--- src/rtl/cache_types.sv ---
// rtl/cache_types.sv - shared types and constants for the cache-line/burst adaptor
package cache_types;

    localparam int LINE_WIDTH      = 256;
    localparam int BURST_WIDTH     = 64;
    localparam int BURSTS_PER_LINE = LINE_WIDTH / BURST_WIDTH;
    localparam int BEAT_CNT_WIDTH  = $clog2(BURSTS_PER_LINE);

    typedef enum logic [1:0] {
        IDLE  = 2'd0,
        READ  = 2'd1,
        WRITE = 2'd2,
        DONE  = 2'd3
    } adaptor_state_t;

endpackage

--- src/rtl/cacheline_adaptor.sv ---
// rtl/cacheline_adaptor.sv - splits 256-bit line transfers into 4x64-bit memory bursts
module cacheline_adaptor
    import cache_types::*;
(
    input  logic                   clk,
    input  logic                   rst,

    input  logic [LINE_WIDTH-1:0]  line_i,
    output logic [LINE_WIDTH-1:0]  line_o,
    input  logic [31:0]            address_i,
    input  logic                   read_i,
    input  logic                   write_i,
    output logic                   resp_o,

    input  logic [BURST_WIDTH-1:0] burst_i,
    output logic [BURST_WIDTH-1:0] burst_o,
    output logic [31:0]            address_o,
    output logic                   read_o,
    output logic                   write_o,
    input  logic                   resp_i
);

    localparam logic [BEAT_CNT_WIDTH-1:0] LAST_BEAT = BEAT_CNT_WIDTH'(BURSTS_PER_LINE - 1);

    adaptor_state_t            state_q, state_d;
    logic [BEAT_CNT_WIDTH-1:0] cnt_q, cnt_d;
    logic [31:0]               addr_q, addr_d;
    logic [LINE_WIDTH-1:0]     wline_q, wline_d;
    logic [LINE_WIDTH-1:0]     rline_q, rline_d;
    logic                      read_q, read_d;
    logic                      write_q, write_d;
    logic                      resp_q, resp_d;

    always_comb begin
        state_d = state_q;
        cnt_d   = cnt_q;
        addr_d  = addr_q;
        wline_d = wline_q;
        rline_d = rline_q;
        read_d  = read_q;
        write_d = write_q;
        resp_d  = 1'b0;

        case (state_q)
            IDLE: begin
                // A simultaneous read request is dropped; the write takes priority.
                if (write_i) begin
                    addr_d  = address_i;
                    wline_d = line_i;
                    cnt_d   = '0;
                    write_d = 1'b1;
                    state_d = WRITE;
                end else if (read_i) begin
                    addr_d  = address_i;
                    cnt_d   = '0;
                    read_d  = 1'b1;
                    state_d = READ;
                end
            end
            READ: begin
                if (resp_i) begin
                    rline_d[int'(cnt_q)*BURST_WIDTH +: BURST_WIDTH] = burst_i;
                    cnt_d = cnt_q + BEAT_CNT_WIDTH'(1);
                    if (cnt_q == LAST_BEAT) begin
                        read_d  = 1'b0;
                        resp_d  = 1'b1;
                        state_d = DONE;
                    end
                end
            end
            WRITE: begin
                if (resp_i) begin
                    cnt_d = cnt_q + BEAT_CNT_WIDTH'(1);
                    if (cnt_q == LAST_BEAT) begin
                        write_d = 1'b0;
                        resp_d  = 1'b1;
                        state_d = DONE;
                    end
                end
            end
            DONE: begin
                state_d = IDLE;
            end
            default: begin
                state_d = IDLE;
            end
        endcase
    end

    always_ff @(posedge clk or posedge rst) begin
        if (rst) begin
            state_q <= IDLE;
            cnt_q   <= '0;
            addr_q  <= '0;
            wline_q <= '0;
            rline_q <= '0;
            read_q  <= 1'b0;
            write_q <= 1'b0;
            resp_q  <= 1'b0;
        end else begin
            state_q <= state_d;
            cnt_q   <= cnt_d;
            addr_q  <= addr_d;
            wline_q <= wline_d;
            rline_q <= rline_d;
            read_q  <= read_d;
            write_q <= write_d;
            resp_q  <= resp_d;
        end
    end

    // Write beat follows the counter directly so each accepted beat presents the next word.
    always_comb begin
        burst_o = wline_q[int'(cnt_q)*BURST_WIDTH +: BURST_WIDTH];
    end

    assign line_o    = rline_q;
    assign address_o = addr_q;
    assign read_o    = read_q;
    assign write_o   = write_q;
    assign resp_o    = resp_q;

endmodule

--- config.mk ---
export PLATFORM = sky130hd
export DESIGN_NAME = cacheline_adaptor
export DESIGN_NICKNAME = d
export VERILOG_FILES = /design/src/rtl/cache_types.sv /design/src/rtl/cacheline_adaptor.sv
export SDC_FILE = /design/constraint.sdc
export NUM_CORES = 1
export LEC_CHECK = 0
export BUFFER_PORTS_ARGS = -buffer_cell sky130_fd_sc_hd__buf_2
export CAP_MARGIN = 20
export CORE_AREA = 2 2 281 283
export DETAILED_ROUTE_END_ITERATION = 10
export DIE_AREA = 0 0 283 285
export GPL_TIMING_DRIVEN = 0
export HOLD_SLACK_MARGIN = 0.08
export SYNTH_ARGS = -nofsm -noshare
export SYNTH_HDL_FRONTEND = slang
export SYNTH_SLANG_ARGS = --single-unit
--- constraint.sdc ---
create_clock -name clk -period 16.2 [get_ports clk]
set_input_delay 0.81 -clock clk [delete_from_list [all_inputs] [get_ports clk]]
set_output_delay 0.81 -clock clk [all_outputs]
set_load 0.02 [all_outputs]
==> impl_metrics.env, run 1 <==
export IMPL_totalWireLength_um=74600
export IMPL_rsz0062_at_grt="no"
export IMPL_hpwl_um=57500
export IMPL_cp_num_buf_inv=3
export IMPL_insertion_delay_ns=0.62
export IMPL_worstHoldPathType="in2async"
export IMPL_hold_ws_ns=0.302
export IMPL_critPathKind="reg2out"
export IMPL_wl_per_cell_um=23.3
export IMPL_dieHeight_um=285
export IMPL_antenna_left=0
export IMPL_fin_crit_ns=4.24
export IMPL_synth_seq_cells=551
export IMPL_p_per_area_mw_per_mm2=200
export IMPL_fin_skew_ns=0.0282
export IMPL_max_freq_mhz=236
export IMPL_hold_viol_final=0
export IMPL_grt_max_degree=48
export IMPL_drc=0
export IMPL_critPathTopFamily="buffers and inverters"
export IMPL_crit_arrival_ns=3.43
export IMPL_die_w_um=283
export IMPL_htree_levels=2
export IMPL_drive_above_1_share=0.578
export IMPL_syn_area_mm2=0.0216
export IMPL_areaGrowthSynthToFinish_pct=33.2
export IMPL_cp_start_kind="register"
export IMPL_drv_slew=0
export IMPL_cts_setup_buffers=0
export IMPL_grt_overflow=0
export IMPL_synth_cells=1313
export IMPL_finalSetupViolCount=0
export IMPL_post_drt_via_cell_ratio=4.83
export IMPL_avgSynthCellArea_um2=16.5
export IMPL_cts_resized=0
export IMPL_cts_sinks=551
export IMPL_start_util=0.277
export IMPL_vias=15500
export IMPL_antenna_found_initial=28
export IMPL_critPathMostFrequentCell="clkbuf_1"
export IMPL_tightest_slew_ns=1.18
export IMPL_core_area_mm2=0.0780
export IMPL_grt_pass1_wl_um=111000
export IMPL_worst_ir_drop_vdd_v=0.000116
export IMPL_postCtsHoldBufs=0
export IMPL_drv_cap=0
export IMPL_ys_types=31
export IMPL_p_leak_nw=14.3
export IMPL_synth_nets=1681
export IMPL_worst_path_max_delay_cell="clkbuf_1"
export IMPL_fin_setup_tns_ns=0
export IMPL_io_pin_count=712
export IMPL_drt_first_iter_violations=730
export IMPL_crit_chain="clkbuf_1, clkbuf_1, mux4_2, buf_2"
export IMPL_ys_warn_count=0
export IMPL_synth_seq_area_share=0.638
export IMPL_final_nets=2468
export IMPL_numCtsBuffers=60
export IMPL_grt_pass1_vias=17000
export IMPL_reg2reg_depth=9
export IMPL_cp_required_ns=15.39
export IMPL_cts_buffer_depth=3
export IMPL_cts_reportedPaths_clkPinSlew_ns=0.06
export IMPL_max_slew_margin_rel=0.214
export IMPL_dieArea_mm2=0.0807
export IMPL_cp_max_fo=10
export IMPL_outcome="finished clean"
export IMPL_cts_root_buffer="clkbuf_16"
export IMPL_dr_pass1_iters=5
export IMPL_gp_congestion=0.879
export IMPL_grt_usage=0.181
export IMPL_period_share=0.262
export IMPL_critPathMaxStageDelay_ns=0.93
export IMPL_rows=103
export IMPL_endpoint_kind="output pin"
export IMPL_port_buffers=711
export IMPL_cp_depth=4
export IMPL_cts_tree="done"
-- cell type report --
class | instances | area (µm²)
fillers | 7531 | 49200
flip-flops and latches | 551 | 13800
multi-input cells | 655 | 7320
repair buffers | 725 | 3830
clock buffers | 89 | 1810
well taps | 1050 | 1310
plain buffers | 100 | 465
clock inverters | 18 | 188
inverters | 7 | 30.0
diodes | 11 | 27.5
-- per-layer routing --
metal  vias up  routed length (µm)  GRT usage
li1       6597                   -          -
met1      8002               27800      0.201
met2       685               38100      0.323
met3       157                6250     0.0638
met4        30                2320     0.0598
met5         -                 195          0
-- flip-flops by register name, indices dropped and copies added (netlist names) --
register,count
state_q,2
resp_o,1
cnt_q,2
address_o,32
line_o,256
wline_q,256
read_o,1
write_o,1
-- through the flow --
stage	power [mW]	area [µm²]	std cells	setup WS, ns	utilization
finish	5.75	28800	3206	11.96	0.369
global placement	4.35	26500	3074	5.07	0.340
CTS	5.82	28800	3195	11.82	0.369
floorplan	3.59	21600	1313	7.89	-
detailed placement	4.42	26800	3088	12.06	0.343
global route	6.04	28800	3201	11.77	0.369
-- final timing paths --
check | startpoint | to | slack (ns)
hold / removal | rst | wline_q[72] | 0.30
max in group asynchronous | rst | line_o[114] | 14.10
min in group clk | line_i[243] | wline_q[243] | 0.43
setup reg to reg | cnt_q[1] | line_o[51] | 12.21
hold reg to reg | line_o[21] | line_o[21] | 0.49
setup / recovery | cnt_q[1] | burst_o[20] | 11.96
-- Yosys cell counts, drive strengths merged --
master	count	area, µm²
o21ai	4	20.0
nor4b	2	17.5
nor3b	1	7.51
nor2b	2	12.5
ha	11	138
mux2i	4	40.0
nor2	1	3.75
nand2	5	18.8
clkbuf	36	135
a21oi	1	5.00
o2bb2ai	1	8.76
and3	1	6.26
inv	7	26.3
nor4	4	55.1
o21ba	1	10.0
dfrtp	551	13800
nand2b	1	6.26
o2111ai	1	8.76
mux4	64	1440
nor3	1	5.00
a22o	256	2240
a31oi	1	6.26
mux2	288	3240
a21boi	1	7.51
buf	64	330
nand3	4	20.0
-- cells in the final DEF, fill, tap and decap left out, drive strengths merged, types with 2 or more instances in the layout --
| cell type | n |
|---|---|
| a22o | 256 |
| buf | 789 |
| bufinv | 3 |
| clkbuf | 125 |
| clkinv | 9 |
| clkinvlp | 4 |
| dfrtp | 551 |
| diode | 11 |
| ha | 11 |
| inv | 9 |
| mux2 | 288 |
| mux2i | 4 |
| mux4 | 64 |
| nand2 | 5 |
| nand3 | 4 |
| nor2b | 2 |
| nor4 | 4 |
| nor4b | 2 |
| o21ai | 4 |
-- kinds of logic after synthesis --
family,share of synthesized area
AO/OA/AOI/OAI,0.107
multiplexers,0.219
AND/OR/NAND/NOR,0.00707
flip-flops,0.638
buffers and inverters,0.0228
adder cells (fa/ha/maj),0.00637
-- power by group --
group          internal, mW  switching [mW]
combinational          1.00            1.18
clock                 0.816           0.562
sequential             1.90           0.289
total                  3.72            2.03
(Power assumes the default switching activity.)
==> run 2: changes to the inputs <==
- clock period: 16.2 -> 3.86 ns (I/O delays scaled with it)
==> impl_metrics.env, run 2 (same netlist as run 1, synthesis figures left out) <==
export IMPL_crit_chain="clkbuf_2, buf_1, inv_1, ha_1, nand3_1, clkbuf_1, clkbuf_1, a22o_1"
export IMPL_cp_required_ns=4.40
export IMPL_fin_skew_ns=0.0286
export IMPL_hold_ws_ns=0.244
export IMPL_die_w_um=283
export IMPL_critPathKind="reg2reg"
export IMPL_cp_num_buf_inv=5
export IMPL_hold_viol_final=0
export IMPL_max_freq_mhz=281
export IMPL_drt_first_iter_violations=765
export IMPL_wl_per_cell_um=22.2
export IMPL_port_buffers=711
export IMPL_cts_root_buffer="clkbuf_16"
export IMPL_worst_path_max_delay_cell="clkbuf_1"
export IMPL_grt_pass1_vias=19000
export IMPL_outcome="finished clean"
export IMPL_finalSetupViolCount=0
export IMPL_insertion_delay_ns=0.62
export IMPL_post_drt_via_cell_ratio=4.78
export IMPL_dieArea_mm2=0.0807
export IMPL_numCtsBuffers=60
export IMPL_period_share=0.921
export IMPL_p_per_area_mw_per_mm2=760
export IMPL_drv_slew=0
export IMPL_areaGrowthSynthToFinish_pct=49.8
export IMPL_totalWireLength_um=79000
export IMPL_cts_buffer_depth=3
export IMPL_crit_arrival_ns=4.10
export IMPL_n_fill_cell=7129
export IMPL_fin_util=0.415
export IMPL_drc=0
export IMPL_p_leak_nw=15.8
export IMPL_dieHeight_um=285
export IMPL_drv_cap=0
export IMPL_cts_reportedPaths_clkPinSlew_ns=0.06
export IMPL_critPathMaxStageDelay_ns=0.68
export IMPL_io_pin_count=712
export IMPL_htree_levels=2
export IMPL_cts_tree="done"
export IMPL_layout_commonest_cell="buf_2"
export IMPL_final_nets=2827
export IMPL_critPathTopFamily="buffers and inverters"
export IMPL_core_area_mm2=0.0780
export IMPL_endpoint_kind="register"
export IMPL_vias=17000
export IMPL_grt_usage=0.192
export IMPL_rsz0062_at_grt="no"
export IMPL_hpwl_um=57500
export IMPL_cts_sinks=551
export IMPL_fin_setup_tns_ns=0
export IMPL_grt_pass1_wl_um=119000
export IMPL_grt_max_degree=48
export IMPL_cp_start_kind="register"
export IMPL_fin_crit_ns=3.56
export IMPL_layout_common_cells="buf_2, dfrtp_1, dlygate4sd3_1"
export IMPL_rows=103
export IMPL_cp_max_fo=10
export IMPL_critPathMostFrequentCell="clkbuf_1"
export IMPL_dr_pass1_iters=5
export IMPL_worst_ir_drop_vdd_v=0.000609
export IMPL_antenna_found_initial=4
export IMPL_drive_above_1_share=0.496
export IMPL_max_slew_margin_rel=0.229
export IMPL_grt_overflow=0
export IMPL_tightest_slew_ns=1.16
export IMPL_gp_congestion=0.879
export IMPL_worstHoldPathType="in2async"
export IMPL_start_util=0.277
export IMPL_antenna_left=0
export IMPL_power_mw=24.6
==> run 2: changes by cell type in the layout (fill, tap and decap cells not counted), sizes merged <==
cell and change:
diode -7, buf +1, dlygate4sd3 +358
==> run 2: final timing paths <==
check / start / to / slack [ns] / cells past startpoint
worst max-delay path: cnt_q[1] / line_o[92] / 0.30 / 8
worst min-delay path: rst / wline_q[72] / 0.24 / 3
worst max register to register: cnt_q[1] / line_o[92] / 0.30 / 8
worst min register to register: line_o[65] / line_o[65] / 0.50 / 1
max in group asynchronous: rst / line_o[114] / 1.82 / 8
min in group clk: line_i[221] / wline_q[221] / 0.35 / 3
==> run 2: tightest hold or removal path, stage by stage <==
cell	delay, ns
dlygate4sd3_1	0.53
buf_2	0.14
clkinvlp_4	0.44
==> run 2: cell type report <==
class / instances / area [µm²] / share of cell area
Antenna cell: 4 / 10.0 / 0.000309
Buffer: 100 / 468 / 0.0145
Clock buffer: 89 / 1810 / 0.0560
Clock inverter: 18 / 188 / 0.00580
Inverter: 7 / 30.0 / 0.000928
Multi-Input combinational cell: 655 / 7320 / 0.226
Sequential cell: 551 / 13800 / 0.426
Tap cell: 1050 / 1310 / 0.0406
Timing Repair Buffer: 1084 / 7430 / 0.230
==> run 2: timing repair <==
action	4_1_cts	5_1_grt
endpoints found under the setup margin	166	10
gates cloned	0	0
pin swaps	0	0
hold buffers	358	0
resized for setup	1	2
buffers inserted	0	0
hold endpoints to repair	592	0
==> run 2: where the power goes <==
part	internal [mW]	switching [mW]	total, mW
Clock	3.42	2.37	5.80
Sequential	7.98	1.26	9.25
Combinational	4.46	5.10	9.56
Total	15.9	8.74	24.6
==> run 2: stage by stage <==
step	cell area, µm²	instances	worst slack [ns]
2_1_floorplan	21600	1313	-3.83
3_3_place_gp	26500	3074	-6.66
3_5_place_dp	26800	3088	-0.280
4_1_cts	32300	3553	0.0616
5_1_grt	32400	3558	0.00166
6_report	32400	3558	0.305
==> run 2: routing by layer <==
layer  wire length (µm)  vias up  global-route usage
met5                  0        -                   0
met4               3430        0              0.0815
met3               5480      170              0.0499
met2              39900      767               0.341
met1              30200     8751               0.218
li1                   -     7307                   -
==> run 3: changes to the inputs <==
- clock period: 3.86 -> 3.5 ns (I/O delays scaled with it)
==> impl_metrics.env, run 3 (same netlist as run 1, synthesis figures left out) <==
export IMPL_rows=103
export IMPL_worst_ir_drop_vdd_v=0.000671
export IMPL_cp_required_ns=3.32
export IMPL_cts_sinks=551
export IMPL_cp_max_fo=12
export IMPL_endpoint_kind="output pin"
export IMPL_max_slew_margin_rel=0.226
export IMPL_use_met1=0.218
export IMPL_fin_crit_ns=3.20
export IMPL_cts_tree="done"
export IMPL_drt_first_iter_violations=825
export IMPL_dieHeight_um=285
export IMPL_cts_reportedPaths_clkPinSlew_ns=0.06
export IMPL_final_nets=2830
export IMPL_switching_share=0.355
export IMPL_wl_per_cell_um=22.2
export IMPL_vias=17000
export IMPL_gp_congestion=0.879
export IMPL_insertion_delay_ns=0.62
export IMPL_fin_skew_ns=0.0292
export IMPL_totalWireLength_um=79000
export IMPL_hold_viol_final=0
export IMPL_drv_slew=0
export IMPL_pwr_share_clk=0.235
export IMPL_dr_pass1_iters=5
export IMPL_drc=0
export IMPL_layout_commonest_cell="buf_2"
export IMPL_period_share=0.916
export IMPL_htree_levels=2
export IMPL_die_w_um=283
export IMPL_outcome="finished clean"
export IMPL_cp_start_kind="register"
export IMPL_met2_usage=0.343
export IMPL_grt_max_degree=48
export IMPL_layout_common_cells="buf_2, dfrtp_1, dlygate4sd3_1"
export IMPL_max_freq_mhz=312
export IMPL_drive_above_1_share=0.499
export IMPL_grt_pass1_vias=19000
export IMPL_post_drt_via_cell_ratio=4.78
export IMPL_antenna_left=0
export IMPL_areaGrowthSynthToFinish_pct=50.1
export IMPL_dp_cells=3088
export IMPL_core_area_mm2=0.0780
export IMPL_grt_pass1_wl_um=119000
export IMPL_crit_chain="clkbuf_4, clkbuf_1, mux4_2, buf_2"
export IMPL_cts_buffer_depth=3
export IMPL_intPower_mw=17.5
export IMPL_tightest_slew_ns=1.16
export IMPL_grt_usage=0.192
export IMPL_start_util=0.277
export IMPL_grt_overflow=0
export IMPL_cts_root_buffer="clkbuf_16"
export IMPL_p_seq_frac=0.376
export IMPL_critPathKind="reg2out"
export IMPL_worstHoldPathType="in2async"
export IMPL_rsz0062_at_grt="no"
export IMPL_io_pin_count=712
export IMPL_critPathMaxStageDelay_ns=0.90
export IMPL_met3_usage=0.0499
export IMPL_worst_path_max_delay_cell="clkbuf_1"
export IMPL_comb_power_share=0.389
export IMPL_fin_util=0.416
export IMPL_p_per_area_mw_per_mm2=837
export IMPL_numCtsBuffers=60
export IMPL_crit_arrival_ns=3.03
export IMPL_p_leak_nw=15.8
export IMPL_finalSetupViolCount=0
export IMPL_port_buffers=711
export IMPL_power_switching_mw=9.63
export IMPL_busiest_layer="met2"
export IMPL_fin_cells=3561
export IMPL_dieArea_mm2=0.0807
export IMPL_hpwl_um=57500
export IMPL_antenna_found_initial=4
export IMPL_drv_cap=0
run 3: path summary, 6_finish.rpt:
kind,cells past startpoint,endpoint,slack (ns),start
min in group clk,3,wline_q[221],0.33,line_i[221]
worst max register to register,8,line_o[180],0.59,cnt_q[1]
worst min-delay path,3,wline_q[72],0.23,rst
worst min register to register,1,line_o[21],0.50,line_o[21]
max in group asynchronous,8,line_o[114],1.47,rst
worst max-delay path,4,burst_o[20],0.30,cnt_q[1]
run 3: power by group through the flow:
stage / Sequential, mW / Combinational, mW / Clock [mW]
2_1_floorplan: 10.9 / 5.72 / 0
3_3_place_gp: 10.1 / 10.0 / 0
3_5_place_dp: 10.2 / 10.2 / 0
4_1_cts: 10.1 / 10.6 / 6.54
5_1_grt: 10.4 / 11.2 / 6.79
6_report: 10.2 / 10.5 / 6.39
run 3: cell type report:
cell class              count  area (µm²)
flip-flops and latches    551       13800
plain buffers              99         470
fillers                  7122       45500
repair buffers           1088        7490
diodes                      4        10.0
inverters                   7        30.0
clock inverters            18         188
clock buffers              89        1810
well taps                1050        1310
multi-input cells         655        7330
run 3: critical path: cells and delay by family (launching register included):
family,cells,cell delay [ns]
buffers and inverters,3,1.47
multiplexers,1,0.45
flip-flops,1,0.49
run 3: repair_timing:
action | 4_1_cts | 5_1_grt
resized for setup | 7 | 0
hold endpoints to repair | 633 | 0
endpoints found under the setup margin | 286 | 59
hold buffers | 358 | 0
buffers inserted | 4 | 0
pin swaps | 2 | 0
run 3: stage by stage:
step | TNS, ns | power (mW) | setup WS, ns | cell area [µm²] | hold slack, ns
final | 0 | 27.1 | 0.295 | 32400 | 0.226
after global routing | 0 | 28.4 | 0.0971 | 32400 | 0.253
after CTS | 0 | 27.3 | 0.0958 | 32400 | 0.192
after detailed placement | -93.69 | 20.4 | -0.640 | 26800 | 0.307
after global placement | -4068.72 | 20.1 | -7.00 | 26500 | 0.407
after floorplan | -2299.23 | 16.6 | -4.17 | 21600 | 0.308
run 3: routing by layer:
metal | routed length [µm] | part of all wire | vias to the layer above
met5 | 0 | 0 | -
met4 | 3250 | 0.041 | 0
met3 | 5530 | 0.070 | 161
met2 | 40100 | 0.51 | 777
met1 | 30000 | 0.38 | 8766
li1 | - | - | 7312
